File: src/rtl/seq_mag_comp_pkg.sv
// comp_pkg: shared FSM state type, sizing helpers and parameter legality check for seq_mag_comp.
package comp_pkg;
  typedef enum logic [1:0] {IDLE, SCAN, DONE} state_t;
  function automatic int ndig(input int width, input int digit);
    return width / digit;
  endfunction
  function automatic int cnt_w(input int n);
    return n > 1 ? $clog2(n) : 1;
  endfunction
  function automatic bit legal(input int width, input int digit);
    return width >= 1 && digit >= 1 && width % digit == 0;
  endfunction
endpackage

File: src/rtl/seq_mag_comp_digit_comp.sv
// digit_comp: combinational DIGIT-bit unsigned magnitude compare.
module digit_comp #(
  parameter int DIGIT = 1
) (
  input  logic [DIGIT-1:0] x,
  input  logic [DIGIT-1:0] y,
  output logic             gt,
  output logic             lt,
  output logic             eq
);
  assign gt = x > y;
  assign lt = x < y;
  assign eq = x == y;
endmodule

File: src/rtl/seq_mag_comp.sv
// seq_mag_comp: MSB-first multi-cycle magnitude comparator, DIGIT bits per cycle, early exit.
// Optional two's-complement mode via the COMP_SIGNED_EN macro (adds the sgn port).
module seq_mag_comp
  import comp_pkg::*;
#(
  parameter int WIDTH = 8,
  parameter int DIGIT = 1
) (
  input  logic             clk,
  input  logic             rst,
  input  logic             start,
  input  logic [WIDTH-1:0] a,
  input  logic [WIDTH-1:0] b,
`ifdef COMP_SIGNED_EN
  input  logic             sgn,
`endif
  output logic             busy,
  output logic             done,
  output logic             yg,
  output logic             yl,
  output logic             ye
);
  localparam int NDIG  = ndig(WIDTH, DIGIT);
  localparam int CNT_W = cnt_w(NDIG);
  if (!legal(WIDTH, DIGIT)) begin : g_bad_params
    $error("seq_mag_comp: WIDTH must be a positive multiple of DIGIT");
  end
  state_t state, state_nx;
  logic [WIDTH-1:0] ra, rb, sa, sb, flip;
  logic [CNT_W-1:0] cnt;
  logic accept, last, gt, lt, eq;
`ifdef COMP_SIGNED_EN
  // flipping both MSBs maps two's-complement order onto unsigned order
  assign flip = sgn ? {1'b1, {(WIDTH-1){1'b0}}} : '0;
`else
  assign flip = '0;
`endif
  assign accept = start && state != SCAN;
  assign last   = cnt == CNT_W'(NDIG - 1);
  assign sa     = ra << (int'(cnt) * DIGIT);
  assign sb     = rb << (int'(cnt) * DIGIT);
  digit_comp #(.DIGIT(DIGIT)) u_digit (
    .x (sa[WIDTH-1 -: DIGIT]),
    .y (sb[WIDTH-1 -: DIGIT]),
    .gt(gt),
    .lt(lt),
    .eq(eq)
  );
  always_comb begin
    state_nx = state;
    if (accept) state_nx = SCAN;
    else if (state == DONE) state_nx = IDLE;
    else if (state == SCAN && (!eq || last)) state_nx = DONE;
  end
  always_ff @(posedge clk) begin
    if (rst) begin
      state <= IDLE;
      cnt   <= '0;
      yg    <= 1'b0;
      yl    <= 1'b0;
      ye    <= 1'b0;
    end else begin
      state <= state_nx;
      if (accept) begin
        ra  <= a ^ flip;
        rb  <= b ^ flip;
        cnt <= '0;
      end else if (state == SCAN && eq && !last) cnt <= cnt + 1'b1;
      if (state == SCAN && (!eq || last)) begin
        yg <= gt;
        yl <= lt;
        ye <= eq;
      end
    end
  end
  assign busy = state == SCAN;
  assign done = state == DONE;
endmodule

File: config.mk
export PLATFORM = sky130hd
export DESIGN_NAME = seq_mag_comp
export DESIGN_NICKNAME = d
export VERILOG_FILES = /design/src/rtl/seq_mag_comp_pkg.sv /design/src/rtl/seq_mag_comp_digit_comp.sv /design/src/rtl/seq_mag_comp.sv
export SDC_FILE = /design/constraint.sdc
export NUM_CORES = 1
export LEC_CHECK = 0
export BUFFER_PORTS_ARGS = -buffer_cell sky130_fd_sc_hd__buf_2
export CAP_MARGIN = 20
export CORE_MARGIN = 1
export CORE_UTILIZATION = 45
export DETAILED_ROUTE_END_ITERATION = 10
export GPL_ROUTABILITY_DRIVEN = 0
export HOLD_SLACK_MARGIN = 0.12
export PLACE_DENSITY = 0.72
export SETUP_SLACK_MARGIN = 0.05
export SLEW_MARGIN = 20
export SYNTH_ARGS = -nofsm -noshare
export SYNTH_HDL_FRONTEND = slang
export SYNTH_SLANG_ARGS = --single-unit
File: constraint.sdc
create_clock -name clk -period 2 [get_ports clk]
set_input_delay 0.1 -clock clk [delete_from_list [all_inputs] [get_ports clk]]
set_output_delay 0.1 -clock clk [all_outputs]
set_load 0.005 [all_outputs]
# Word-level counts from Yosys, hierarchy flattened
# Cells that the tools add are included.
[totals]
ff_bits = 24
latch_bits = 0
ramBits = 0
romBits = 0
input_bits = 19
output_inout_bits = 5
mem_count = 0
[op_classes]
n_addsub = 1
n_mul = 0
div = 0
n_lt_le_gt_ge = 2
eq_ne = 5
shift = 2
n_mux = 3
bitwise = 1
n_reduce_logical = 11
[ops]
columns = ["cell", "n"]
rows = [
  ["$shl A8 B3 Y8", 2],
  ["$logic_and A1 B1 Y1", 4],
  ["$add A3 B1 Y3 const B", 1],
  ["$eq A3 B3 Y1 const B", 1],
  ["$mux W1", 3],
  ["$reduce_bool A3 Y1", 1],
  ["$reduce_or A3 Y1", 1],
  ["$eq A2 B1 Y1 const B", 1],
  ["$eq A2 B2 Y1 const B", 1],
  ["$logic_not A1 Y1", 2],
  ["$ne A2 B1 Y1 const B", 1],
  ["$reduce_and A2 Y1", 1],
  ["$reduce_or A2 Y1", 1],
  ["$eq A1 B1 Y1", 1],
  ["$gt A1 B1 Y1", 1],
  ["$logic_or A1 B1 Y1", 1],
  ["$lt A1 B1 Y1", 1],
  ["$not A1 Y1", 1],
]

# Logic depth before layout (Yosys ltp)
[logic_depth]
ltp_word = 8
depth_mapped = 8

# Cells and area by module
# A second synthesis with hierarchy kept.
[unflattened]
hier_cells = 67
area_unflattened_um2 = 997.2
[modules_own_cells]
columns = ["mod", "instances", "cells_per_inst", "area_per_inst_um2", "seq_area_each_um2"]
rows = [
  ["seq_mag_comp", 1, 63, 964.7, 640.6],
  ["digit_comp", 1, 4, 32.5, 0.0],
]

# Least setup slack after synthesis
# No wires, ideal clock.
[synth_timing]
path_kind = "register to register"
start = "register cnt[0]"
end = "register cnt[0]"
arrival_ns = 1.876
t_required_ns = 1.885
setup_slack_ns = 0.009
stages_incl_launch_ff = 9
path_cell_list = "dfxtp_1 buf_6 mux4_2 mux2i_1 inv_1 ha_1 and4bb_2 xnor2_1 nor2_1"
[synth_between]
elab_chain_cells = 4
[synth_lines]
columns = ["element", "line", "rtl"]
rows = [
  ["start, declared", "seq_mag_comp.sv:30", "logic [CNT_W-1:0] cnt;"],
  ["start signal, assigned", "seq_mag_comp.sv:68", "end else if (state == SCAN && eq && !last) cnt <= cnt + 1'b1;"],
  ["$shl A8 B3 Y8, on equally long branches", "seq_mag_comp.sv:40, seq_mag_comp.sv:41", ""],
  ["$eq A1 B1 Y1 (*)", "seq_mag_comp_digit_comp.sv:13", "assign eq = x == y;"],
  ["via eq", "seq_mag_comp.sv:31", "logic accept, last, gt, lt, eq;"],
  ["$logic_and A1 B1 Y1 (*) (2 in series)", "seq_mag_comp.sv:68", ""],
]
# Mark *: on every way through the listed nets, which the timed path passes. The rest lies on a longest branch.
# A chain may end at the register's enable or synchronous reset.

# Worst setup path in the final report
# Same ends and word-level chain as after synthesis.

==> results.sh <==
export IMPL_avgRoutedWirePerCell_um=13.8
export IMPL_start_util=0.489
export IMPL_cap_violations=0
export IMPL_antenna_found_initial=0
export IMPL_rows=16
export IMPL_syn_avg_cell_area_um2=14.6
export IMPL_clockRootBuffer="clkbuf_4"
export IMPL_fp_dieH_um=48.7
export IMPL_period_needed_ns=2.04
export IMPL_comb_power_share=0.151
export IMPL_drive_gt1_frac=0.445
export IMPL_whs_ns=0.479
export IMPL_num_io_pins=24
export IMPL_num_vias=708
export IMPL_worst_setup_path_start_kind="flip-flop"
export IMPL_fillerInstances=131
export IMPL_pwr_share_seq=0.525
export IMPL_grt_max_degree=17
export IMPL_die_area_mm2=0.00237
export IMPL_synth_xor_area_frac=0.00894
export IMPL_synth_yosys_seq_area_share=0.654
export IMPL_drt_iter0_drc=11
export IMPL_p_leak_nw=0.590
export IMPL_fin_nets=143
export IMPL_clock_path_buffers=2
export IMPL_worst_pin_slew_ns=0.320
export IMPL_antenna_left=0
export IMPL_syn_inst=67
export IMPL_internal_power_uw=848
export IMPL_p_per_area_mw_per_mm2=723
export IMPL_p_switching_uw=227
export IMPL_cts_sinks=24
export IMPL_final_util=0.743
export IMPL_finalSetupViolCount=3
export IMPL_hold_viol_final=0
export IMPL_swShare=0.211
export IMPL_drv_slew=0
export IMPL_chipWidth_um=48.7
export IMPL_arrival_ns=2.25
export IMPL_diodes=0
export IMPL_skew_ns=0.0102
export IMPL_grt_pass1_wl_um=3120
export IMPL_synth_mux_area_frac=0.112
export IMPL_tritoncts="built"
export IMPL_numCtsBuffers=3
export IMPL_syn_num_nets=90
export IMPL_min_path_cells=2
export IMPL_ys_warn_count=0
export IMPL_critPathMaxFanout=6
export IMPL_insertion_delay_ns=0.32
export IMPL_grt_overflow_total=0
export IMPL_drt_wl_total_um=2010
export IMPL_clkTransAtPathRegs_ns=0.13
export IMPL_status="finished, violations left"
export IMPL_vias_per_cell=4.85
export IMPL_violations="setup timing"
export IMPL_rsz0062_at_grt="yes"
export IMPL_synthSimpleGateAreaFrac=0.0843
export IMPL_coreArea_mm2=0.00200
export IMPL_grt_pass1_vias=734
export IMPL_area_growth_pct=51.9
export IMPL_crit_type="reg2reg"
export IMPL_slew_headroom=0.787
export IMPL_syn_cell_area_um2=980
export IMPL_synth_top_family_by_area="multiplexers"
export IMPL_worst_slack_ns=-0.0373
export IMPL_dp_hpwl_um=1090
export IMPL_peakVddDrop_v=0.000528
export IMPL_grtUsageTotal=0.187
export IMPL_synth_fa_ha_area_frac=0.0511
export IMPL_yosysUniqueCellTypes=19
export IMPL_cp_end_kind="flip-flop"
export IMPL_h_tree_depth=1
export IMPL_max_freq_mhz=491
export IMPL_synth_seq_cells=24
export IMPL_period_share=1.02
export IMPL_min_path_type="in2reg"
export IMPL_critPathRequiredTime_ns=2.22
export IMPL_drtPass1Iterations=4
export IMPL_drc=0
export IMPL_io_buffers=23
export IMPL_reg2reg_depth=7
export IMPL_p_clk_frac=0.324
export IMPL_synth_compound_area_share=0.0664
export IMPL_place_ws_ns=-0.0581
## registers in the layout, summed over array words and instances (netlist names)
signal and flops:
cnt 3, rb 8, state 2, ra 8, ye 1, yl 1
yg 1
## routing by layer
layer,wire [µm],global-route usage
met1,797,0.189
met2,1100,0.352
met3,62,0.0189
met4,56,0.132
met5,0,0
## cells in the mapped netlist
library cell  instances  area, µm²
a211oi_1              1       7.51
a21o_1                1       7.51
a21oi_1               5       25.0
and4bb_2              1       12.5
buf_6                 1       11.3
dfxtp_1               8        160
edfxtp_1             16        480
ha_1                  4       50.1
inv_1                 3       11.3
mux2i_1               2       20.0
mux4_2                4       90.1
nand2_1               3       11.3
nand2b_1              2       12.5
nand3_1               2       10.0
nor2_1                5       18.8
nor2b_1               2       12.5
nor3_1                1       5.00
o21ai_0               5       25.0
xnor2_1               1       8.76
## worst max-delay path: stages (launching register included)
cell and delay (ns):
dfxtp_4 0.43, mux4_2 0.52, mux2i_2 0.17, inv_1 0.09, ha_4 0.28, and4bb_2 0.27
xnor2_1 0.13, nor2_1 0.05
## power groups by stage
stage / combinational, mW / sequential [mW] / clock [mW]
after global placement: 0.0949 / 0.575 / 0
final: 0.162 / 0.564 / 0.349
after CTS: 0.138 / 0.564 / 0.351
after detailed placement: 0.0984 / 0.575 / 0
after floorplan: 0.0625 / 0.570 / 0
after global routing: 0.178 / 0.566 / 0.379
## cell type report
class                      instances  area, µm²  area share
multi-input combinational         39        390       0.262
tap                               27       33.8      0.0227
clock inverter                     1       30.0      0.0202
clock buffer                       3       22.5      0.0151
timing repair buffer              49        355       0.239
sequential                        24        644       0.433
inverter                           3       11.3     0.00757
## cells in the final DEF (no fill, tap or decap), types with 2 or more instances in the layout
cell type	instances
dlygate4sd3_1	18
nand2_1	3
a21oi_2	3
o21ai_1	4
nor2_1	5
buf_2	23
ha_1	2
buf_4	8
nand3_2	2
edfxtp_1	16
inv_1	3
clkbuf_4	3
ha_4	2
dfxtp_1	7
a21oi_1	2
mux4_2	4
## logic make-up after synthesis
family,count (synthesis)
and+or+nand+nor,16
muxes,6
xor gates and xnor gates,1
AOI/OAI and AO/OA,12
adders and majority gates,4
buffers and inverters,4
DFF,24
## path summary, 6_finish.rpt
kind,start,endpoint,slack [ns]
worst max-delay path,cnt[0],cnt[0],-0.04
worst min-delay path,a[2],ra[2],0.48
worst max register to register,cnt[0],cnt[0],-0.04
worst min register to register,yl,yl,0.51
## stage by stage
step | power, mW | std cells | TNS [ns] | instance area [µm²]
floorplan | 0.633 | 67 | 0 | 993
global placement | 0.670 | 119 | -0.0283 | 1150
detailed placement | 0.674 | 119 | -0.126 | 1150
CTS | 1.05 | 145 | -0.0523 | 1440
global route | 1.12 | 146 | -0.583 | 1490
finish | 1.08 | 146 | -0.0490 | 1490
## timing repair
action,in CTS,in global routing
endpoints found under the hold margin,21,0
resized for setup,4,16
hold buffers,18,0
pin swaps,1,6
setup endpoints to repair,7,7
setup buffers,4,3
Note: power is estimated with default switching activity, not from simulation.
